## config.mk

```make
export PLATFORM = sky130hd
export DESIGN_NAME = seg_pattern_decoder_flat
export DESIGN_NICKNAME = d
export VERILOG_FILES = /design/src/rtl/seg_pattern_decoder_if.sv /design/src/rtl/seg_pattern_decoder.sv /design/src/flat_wrapper.sv
export SDC_FILE = /design/constraint.sdc
export NUM_CORES = 1
export LEC_CHECK = 0
export CORE_MARGIN = 10
export CORE_UTILIZATION = 49
export CTS_CLUSTER_DIAMETER = 150
export DETAILED_ROUTE_END_ITERATION = 10
export PLACE_DENSITY = 0.76
export SYNTH_ARGS = -nofsm -noshare
export SYNTH_HDL_FRONTEND = slang
export SYNTH_SLANG_ARGS = --single-unit
```

## constraint.sdc

```tcl
create_clock -name clk -period 2.84 [get_ports clk]
set_input_delay 0.568 -clock clk [delete_from_list [all_inputs] [get_ports clk]]
set_output_delay 0.568 -clock clk [all_outputs]
set_load 0.005 [all_outputs]
```

## src/rtl/seg_pattern_decoder_if.sv

```systemverilog
// Handshake bundle for seg_pattern_decoder: segment input side and decoded digit FIFO side.
// The decoder uses the slave modport; the pattern source and the digit consumer use master.
interface seg_pattern_decoder_if;
  logic [7:0] seg_in;
  logic       seg_valid;
  logic       seg_ready;
  logic [3:0] dig_out;
  logic       dig_dp;
  logic       dig_err;
  logic       dig_valid;
  logic       dig_ready;
  logic [4:0] fill_level;
  logic [7:0] err_count;

  modport master (
    output seg_in, seg_valid, dig_ready,
    input  seg_ready, dig_out, dig_dp, dig_err, dig_valid, fill_level, err_count
  );

  modport slave (
    input  seg_in, seg_valid, dig_ready,
    output seg_ready, dig_out, dig_dp, dig_err, dig_valid, fill_level, err_count
  );
endinterface

```

## src/rtl/seg_pattern_decoder.sv

```systemverilog
// Seven-segment pattern decoder feeding a small digit FIFO, with saturating error counter.
// Optional glitch filter on raw pin samples is enabled by defining SEG_STABLE_FILTER_EN.
//
// Filter FSM (SEG_STABLE_FILTER_EN only):
//   state     | meaning
//   S_IDLE    | seg_valid low, nothing tracked
//   S_TRACK   | counting consecutive identical samples in run_q
//   S_CAPTURE | sample stable long enough; push one entry (dropped if FIFO full)
//   S_HOLD    | entry taken for this sample; wait for a change or seg_valid low
module seg_pattern_decoder #(
  parameter int FIFO_DEPTH    = 4,
  parameter int STABLE_CYCLES = 3
) (
  input logic                  clk,
  input logic                  rst,
  seg_pattern_decoder_if.slave bus
);

  if (FIFO_DEPTH < 2 || FIFO_DEPTH > 16 || (FIFO_DEPTH & (FIFO_DEPTH - 1)) != 0) begin : g_bad_depth
    $error("FIFO_DEPTH must be a power of two in 2..16");
  end
  if (STABLE_CYCLES < 1 || STABLE_CYCLES > 15) begin : g_bad_stable
    $error("STABLE_CYCLES must be in 1..15");
  end

  localparam int         AW      = $clog2(FIFO_DEPTH);
  localparam logic [4:0] DEPTH_L = 5'(FIFO_DEPTH);

  typedef struct packed {
    logic       err;
    logic       dp;
    logic [3:0] dig;
  } entry_t;

  function automatic entry_t decode(input logic [7:0] seg);
    entry_t e;
    e.dp  = seg[7];
    e.err = 1'b0;
    case (seg[6:0])
      7'h3F: e.dig = 4'h0;
      7'h06: e.dig = 4'h1;
      7'h5B: e.dig = 4'h2;
      7'h4F: e.dig = 4'h3;
      7'h66: e.dig = 4'h4;
      7'h6D: e.dig = 4'h5;
      7'h7D: e.dig = 4'h6;
      7'h07: e.dig = 4'h7;
      7'h7F: e.dig = 4'h8;
      7'h6F: e.dig = 4'h9;
      7'h77: e.dig = 4'hA;
      7'h7C: e.dig = 4'hB;
      7'h39: e.dig = 4'hC;
      7'h5E: e.dig = 4'hD;
      7'h79: e.dig = 4'hE;
      7'h71: e.dig = 4'hF;
      default: begin
        e.dig = 4'h0;
        e.err = 1'b1;
      end
    endcase
    return e;
  endfunction

  entry_t        mem_q [FIFO_DEPTH];
  logic [AW-1:0] wr_ptr_q, rd_ptr_q;
  logic [4:0]    count_q;
  logic [7:0]    err_cnt_q;

  logic   full;
  logic   push;
  logic   pop;
  entry_t push_entry;
  entry_t head;

  assign full = (count_q == DEPTH_L);
  assign pop  = (count_q != 5'd0) && bus.dig_ready;

`ifdef SEG_STABLE_FILTER_EN
  typedef enum logic [1:0] {S_IDLE, S_TRACK, S_CAPTURE, S_HOLD} state_t;

  localparam logic [3:0] STABLE_L = 4'(STABLE_CYCLES);

  state_t     state_q;
  logic [7:0] samp_q;
  logic [3:0] run_q;

  // A fresh sample starts a run of 1, which is already stable when STABLE_CYCLES is 1.
  always_ff @(posedge clk) begin
    if (rst) begin
      state_q <= S_IDLE;
      samp_q  <= 8'h00;
      run_q   <= 4'd0;
    end else begin
      case (state_q)
        S_IDLE: begin
          if (bus.seg_valid) begin
            samp_q  <= bus.seg_in;
            run_q   <= 4'd1;
            state_q <= (STABLE_L == 4'd1) ? S_CAPTURE : S_TRACK;
          end
        end
        S_TRACK: begin
          if (!bus.seg_valid) begin
            state_q <= S_IDLE;
          end else if (bus.seg_in == samp_q) begin
            run_q <= run_q + 4'd1;
            if (run_q + 4'd1 == STABLE_L) state_q <= S_CAPTURE;
          end else begin
            samp_q  <= bus.seg_in;
            run_q   <= 4'd1;
            state_q <= (STABLE_L == 4'd1) ? S_CAPTURE : S_TRACK;
          end
        end
        S_CAPTURE: state_q <= S_HOLD;
        S_HOLD: begin
          if (!bus.seg_valid) begin
            state_q <= S_IDLE;
          end else if (bus.seg_in != samp_q) begin
            samp_q  <= bus.seg_in;
            run_q   <= 4'd1;
            state_q <= (STABLE_L == 4'd1) ? S_CAPTURE : S_TRACK;
          end
        end
        default: state_q <= S_IDLE;
      endcase
    end
  end

  assign push       = (state_q == S_CAPTURE) && !full;
  assign push_entry = decode(samp_q);
`else
  assign push       = bus.seg_valid && !full;
  assign push_entry = decode(bus.seg_in);
`endif

  always_ff @(posedge clk) begin
    if (rst) begin
      for (int i = 0; i < FIFO_DEPTH; i++) mem_q[i] <= '0;
      wr_ptr_q  <= '0;
      rd_ptr_q  <= '0;
      count_q   <= 5'd0;
      err_cnt_q <= 8'd0;
    end else begin
      if (push) begin
        mem_q[wr_ptr_q] <= push_entry;
        wr_ptr_q        <= wr_ptr_q + AW'(1);
      end
      if (pop) rd_ptr_q <= rd_ptr_q + AW'(1);
      case ({push, pop})
        2'b10:   count_q <= count_q + 5'd1;
        2'b01:   count_q <= count_q - 5'd1;
        default: count_q <= count_q;
      endcase
      if (push && push_entry.err && (err_cnt_q != 8'hFF)) err_cnt_q <= err_cnt_q + 8'd1;
    end
  end

  assign head           = mem_q[rd_ptr_q];
  assign bus.seg_ready  = !full;
  assign bus.dig_out    = head.dig;
  assign bus.dig_dp     = head.dp;
  assign bus.dig_err    = head.err;
  assign bus.dig_valid  = (count_q != 5'd0);
  assign bus.fill_level = count_q;
  assign bus.err_count  = err_cnt_q;

endmodule

```

## src/flat_wrapper.sv

```systemverilog
// flat-port wrapper written by rule: the top's interface ports become plain ports
module seg_pattern_decoder_flat 
#(
  parameter int FIFO_DEPTH    = 4,
  parameter int STABLE_CYCLES = 3
)
  (clk, rst, bus_seg_in, bus_seg_valid, bus_dig_ready, bus_seg_ready, bus_dig_out, bus_dig_dp, bus_dig_err, bus_dig_valid, bus_fill_level, bus_err_count);
  seg_pattern_decoder_if bus_i ();
  input logic clk;
  input logic rst;
  input wire logic [$bits(bus_i.seg_in)-1:0] bus_seg_in;
  input wire logic [$bits(bus_i.seg_valid)-1:0] bus_seg_valid;
  input wire logic [$bits(bus_i.dig_ready)-1:0] bus_dig_ready;
  output wire logic [$bits(bus_i.seg_ready)-1:0] bus_seg_ready;
  output wire logic [$bits(bus_i.dig_out)-1:0] bus_dig_out;
  output wire logic [$bits(bus_i.dig_dp)-1:0] bus_dig_dp;
  output wire logic [$bits(bus_i.dig_err)-1:0] bus_dig_err;
  output wire logic [$bits(bus_i.dig_valid)-1:0] bus_dig_valid;
  output wire logic [$bits(bus_i.fill_level)-1:0] bus_fill_level;
  output wire logic [$bits(bus_i.err_count)-1:0] bus_err_count;
  assign bus_i.seg_in = bus_seg_in;
  assign bus_i.seg_valid = bus_seg_valid;
  assign bus_i.dig_ready = bus_dig_ready;
  assign bus_seg_ready = bus_i.seg_ready;
  assign bus_dig_out = bus_i.dig_out;
  assign bus_dig_dp = bus_i.dig_dp;
  assign bus_dig_err = bus_i.dig_err;
  assign bus_dig_valid = bus_i.dig_valid;
  assign bus_fill_level = bus_i.fill_level;
  assign bus_err_count = bus_i.err_count;
  seg_pattern_decoder #(.FIFO_DEPTH(FIFO_DEPTH), .STABLE_CYCLES(STABLE_CYCLES)) u_core (.clk(clk), .rst(rst), .bus(bus_i));
endmodule
```

==> impl_metrics.toml, run 1 <==
[detailed_routing]
drc = 0
met3_length_um = 318
top_layer = "met4"
wl_met2_um = 2367
ant_nets = 0
drtIter0Drc = 119
vias = 1835
wl_per_cell_um = 14.82
via_per_inst = 5.612
wl_met1_um = 2099
routed_wl_um = 4845
drtPass1Iterations = 4

[clocking]
clockBufferDepth = 2
clkLatencyLatePin_ns = 0.29
numCtsBuffers = 5
path_clk_slew_ns = 0.08
clockRootBuffer = "clkbuf_8"
cts_sinks = 43
cts_tree = "yes"
cts.htree.levels = 2
cts_setup_buffers = 0
hold_buffers = 0

[sta]
rsz0062_at_grt = "no"
fin_ws_ns = 0.1316
tightest_slew_ns = 0.5479
whs_ns = 0.5392
finalCritPeriodShare_pct = 95.37
fmax_ghz = 0.3692
slew_headroom_pct = 63.25
fin_crit_ns = 2.708
clock_skew_ns = 0.003074
hold_viol = 0
setup_viol = 0
tns_ns = 0
maxSlewViolCount = 0

[final_layout]
layout-drive-gt1-share_pct = 20.36
nets = 292
fillCellCount = 377
layout_commonest_cell = "nor2_1"
layout_common_cells = "nor2_1 (42), clkdlybuf4s50_1 (32), edfxtp_1 (24)"
area_growth_syn_to_layout_pct = 26.89
utilization_pct = 65.72
diodes = 0

[logic_synthesis]
synth-seq-cells = 43
synth_edf_count = 24
synthArstFlopShare_pct = 0
synth_top_area_share_pct = 31.10
synthesis.area_um2 = 2317
synth_top_cell_by_area = "edfxtp_1"
synth_cell_types = 48
yosys_warnings = 0
syn_area_per_cell_um2 = 10.12
syn_inst = 229
synth_nets = 247
ys_top_cells_by_area = "edfxtp_1 (31%), dfxtp_1 (16%), nor2_1 (6.8%), mux4_2 (5.8%), xor2_1 (3.0%)"
synth_top_flop_cell = "edfxtp_1"
synth_seq_area_share_pct = 47.52

[floorplan]
die_y_um = 88.77
core_area_um2 = 4474
start_util_pct = 51.79
die_w_um = 88.77
die_area_um2 = 7879
placement_rows = 24
boundaryPins = 33

[placed_design]
dpl_worst_slack_ns = -0.004795
dpl.hpwl_um = 3792
gp_congestion = 0.8296
port-buffer-count = 32

[setup_path]
crit_path_top_delay_cell = "or4_4"
cp-start-kind = "flip-flop"
endpoint_kind = "flip-flop"
reg2reg_depth = 13
cpLargestDelayFamily = "simple AND/OR/NAND/NOR gates"
cp_cell_sequence = "or4_4 > or2_1 > and2_4 > inv_4 > ha_4 > inv_2 > fa_2 > nor2b_4 > o21ai_2 > and3_4 > nor3_4 > xnor2_1 > nor2_1"
cp.arrival_ns = 2.89
crit_cells = 13
setup.worst_path.class = "reg -> reg"
cp_slowest_stage_delay_ns = 0.52
worstPathRequired_ns = 3.02
critical_path_peak_fanout = 3
path_buf_inv = 2

[status]
status = "completed"

[power]
power_mw = 2.057
leakagePower_nw = 1.066
powerDensity_nw_per_um2 = 699.4
peakVddDrop_mv = 0.4896

[min_path]
whs_path_depth = 2
min_path_type = "reg -> reg"

[global_routing]
track_usage_pct = 12.85
grt_pass1_vias = 1782
grt_pass1_wl_um = 8059
grt-ovfl-total = 0
grt_max_degree = 18
antenna_found_initial = 0

[job]
drv_cap = 0
==> cell type report <==
class,count,area [um2],area share (%)
Timing Repair Buffer,52,470.5,16.00
Multi-Input combinational cell,162,1177,40.04
Tap cell,52,65.06,2.213
Inverter,10,40.04,1.362
Clock inverter,2,12.51,0.4255
Clock buffer,6,72.57,2.468
Sequential cell,43,1102,37.49
==> worst reg2reg max path, cell delays in order (launching register included) <==
cell	delay, ns
dfxtp_2	0.32
or4_4	0.52
or2_1	0.25
and2_4	0.16
inv_4	0.05
ha_4	0.13
inv_2	0.05
fa_2	0.38
nor2b_4	0.14
o21ai_2	0.07
and3_4	0.19
nor3_4	0.16
xnor2_1	0.13
nor2_1	0.05
==> kinds of logic after synthesis <==
kind of cell / after synthesis / synth area share, %
compound gates: 33 / 9.990
buf+inv: 24 / 4.536
mux: 8 / 6.696
xor+xnor: 10 / 3.780
simple gates: 105 / 23.92
flops: 43 / 47.52
fa+ha+maj: 6 / 3.564
==> where the power goes <==
part / switching [mW] / leakage (nW) / internal [mW]
Sequential: 0.0797 / 0.405 / 0.749
Clock: 0.200 / 0.0412 / 0.172
Combinational: 0.372 / 0.620 / 0.484
Total: 0.651 / 1.07 / 1.41
==> sequential cells by signal, summed over array words and instances (netlist names), named ones only <==
name	count
u_core.mem_q	24
u_core.bus.err_count	8
u_core.bus.fill_level	5
u_core.rd_ptr_q	2
u_core.wr_ptr_q	2
==> synth_stat cells (2+ instances only) <==
cell / instances
nor2_1: 42
edfxtp_1: 24
dfxtp_1: 19
a21oi_1: 12
nand2_1: 11
inv_1: 9
nand3_1: 8
o21ai_0: 8
xor2_1: 8
clkbuf_1: 7
buf_2: 6
mux4_2: 6
ha_1: 5
nand2b_1: 5
nor3_1: 5
or3_1: 5
nand3b_1: 3
nand4_1: 3
nor2b_1: 3
a41oi_1: 2
and2_1: 2
and3_1: 2
mux2i_1: 2
nor3b_1: 2
nor4_1: 2
o32ai_1: 2
or2_2: 2
or4b_2: 2
or4bb_1: 2
xnor2_1: 2
==> timing repair <==
action | 4_1_cts | 5_1_grt
pin swaps | 0 | 5
setup endpoints to repair | 1 | 2
gates resized for setup | 1 | 15
==> per-stage QoR <==
stage	std cells	cell area, um2
2_1_floorplan	229	2325
3_3_place_gp	319	2793
3_5_place_dp	319	2793
4_1_cts	327	2878
5_1_grt	327	2940
6_report	327	2940
==> metal layers <==
layer	track usage, %	vias up
met5	0	-
met4	3.377	0
met3	4.504	7
met2	21.41	47
met1	15.41	870
li1	-	911
==> path summary, 6_finish.rpt <==
| path | startpoint | to | slack (ns) |
|---|---|---|---|
| worst max register to register | u_core.bus.fill_level[4] | u_core.bus.fill_level[4] | 0.13 |
| worst max-delay path | u_core.bus.fill_level[4] | u_core.bus.fill_level[4] | 0.13 |
| worst min-delay path | u_core.bus.err_count[5] | u_core.bus.err_count[5] | 0.54 |
| worst min register to register | u_core.bus.err_count[5] | u_core.bus.err_count[5] | 0.54 |
Note: power is estimated with default switching activity, not from simulation.
==> inputs of run 2 (changes only) <==
--- a/config.mk
+++ b/config.mk
@@ -5,10 +5,11 @@
 export SDC_FILE = /design/constraint.sdc
 export NUM_CORES = 1
 export LEC_CHECK = 0
-export CORE_MARGIN = 10
+export CORE_MARGIN = 2
 export CORE_UTILIZATION = 49
 export CTS_CLUSTER_DIAMETER = 150
 export DETAILED_ROUTE_END_ITERATION = 10
+export GPL_TIMING_DRIVEN = 0
 export PLACE_DENSITY = 0.76
 export SYNTH_ARGS = -nofsm -noshare
 export SYNTH_HDL_FRONTEND = slang
==> impl_metrics.toml, run 2 (synthesis results as in run 1) <==
[final_layout]
nets = 291
regArea_um2 = 1107
largest_reg_flops = 24
layout-drive-gt1-share_pct = 18.61
multi_input_area_um2 = 1171
layout_commonest_cell = "nor2_1"
layout_common_cells = "nor2_1 (42), clkdlybuf4s50_1 (31), edfxtp_1 (24)"
diodes = 0
regMostFlops = "u_core.mem_q"
fin_area_um2 = 2905
area_growth_syn_to_layout_pct = 25.38
fillCellCount = 386

[sta]
setup_viol = 0
tightest_slew_ns = 0.8152
clock_skew_ns = 0.006234
hold_viol = 0
finalCritPeriodShare_pct = 96.87
slew_headroom_pct = 45.15
fmax_ghz = 0.3635
maxSlewViolCount = 0
fin_crit_ns = 2.751
tns_ns = 0

[setup_path]
worstPathRequired_ns = 3.01
worst_r2r_endpoint = "u_core.bus.fill_level[4]"
setup.worst_path.class = "reg -> reg"
critical_path_peak_fanout = 3
rrSetupSlack_ns = 0.09
r2r_start = "u_core.bus.fill_level[4]"
reg2reg_depth = 13
cp-start-kind = "flip-flop"
cp.arrival_ns = 2.92
endpoint_kind = "flip-flop"

[global_routing]
grt_pass1_wl_um = 7272
grt_max_degree = 14
antenna_found_initial = 0
grt-ovfl-total = 0
track_usage_pct = 17.56
grt_pass1_vias = 1610

[clocking]
clockBufferDepth = 2
cts_tree = "yes"
numCtsBuffers = 5
clockRootBuffer = "clkbuf_8"
cts.htree.levels = 2
cts_sinks = 43
clkLatencyLatePin_ns = 0.29
path_clk_slew_ns = 0.08

[floorplan]
start_util_pct = 50.05
core_area_um2 = 4629
die_w_um = 72.77
placement_rows = 25
die_y_um = 72.77
die_area_um2 = 5295
boundaryPins = 33

[placed_design]
dpl.hpwl_um = 3282
place_area_um2 = 2703
port-buffer-count = 31
gp_congestion = 0.8041

[detailed_routing]
routed_wl_um = 4721
drtPass1Iterations = 4
ant_nets = 0
drtIter0Drc = 100
vias = 1830
wl_per_cell_um = 14.39
via_per_inst = 5.579
drc = 0

[min_path]
whs_path_depth = 2
holdCritStartpoint = "u_core.bus.fill_level[4]"
hold_end = "u_core.bus.fill_level[4]"
min_path_type = "reg -> reg"

[power]
peakVddDrop_mv = 0.3347
leakagePower_nw = 1.034
power_mw = 2.067
powerDensity_nw_per_um2 = 711.6

[status]
status = "completed"

[job]
drv_cap = 0
-- run 2: worst max path at each step --
stage                                    end                      from
finish              u_core.bus.fill_level[4]  u_core.bus.fill_level[4]
floorplan           u_core.bus.fill_level[4]  u_core.bus.fill_level[0]
global placement    u_core.bus.fill_level[4]  u_core.bus.fill_level[0]
detailed placement  u_core.bus.fill_level[4]  u_core.bus.fill_level[0]
global route        u_core.bus.fill_level[4]  u_core.bus.fill_level[0]
CTS                 u_core.bus.fill_level[4]  u_core.bus.fill_level[4]
-- run 2: timing repair --
action / CTS / global route
gates resized for setup: 3 / 16
endpoints found under the setup margin: 1 / 1
hold buffers: 0 / 0
pin swaps: 0 / 7
gates cloned: 0 / 0
setup buffers: 1 / 5
-- run 2: per-layer routing --
metal  GRT usage (%)  share of wire [%]
met1           23.27                 45
met2           28.89                 49
met3           3.315                4.3
met4           6.173                2.1
met5               0                  0
-- run 2: report_power, final --
| part | leakage, nW | switching, mW | internal, mW |
|---|---|---|---|
| logic | 0.584 | 0.377 | 0.467 |
| clock network | 0.0449 | 0.204 | 0.194 |
| registers | 0.406 | 0.0712 | 0.753 |
-- run 2: worst max-delay path: stages, from the launching register on --
cell,delay (ns)
dfxtp_2,0.34
or4_4,0.52
or2_1,0.25
and2_4,0.16
inv_4,0.06
ha_4,0.15
inv_4,0.05
fa_2,0.38
nor2b_4,0.14
o21ai_2,0.08
and3_4,0.16
nor3_2,0.16
xnor2_1,0.14
nor2_1,0.05
-- run 2: area by class of cell --
type	instances	area share [%]
plain buffers	14	2.326
clock buffers	6	2.842
clock inverters	2	0.3876
inverters	10	1.464
multi-input cells	162	40.31
flip-flops and latches	43	38.11
well taps	54	2.326
repair buffers	37	12.23
-- run 2: stage by stage --
step	utilization, %	hold slack, ns	std cells	setup slack (ns)
final	62.76	0.5245	328	0.08886
after global routing	62.76	0.5485	328	-0.02359
after CTS	60.81	0.5339	323	0.01188
after detailed placement	58.38	0.5169	314	-0.1556
after global placement	58.38	0.5055	314	-0.1592
after floorplan	-	0.4847	229	0.02475
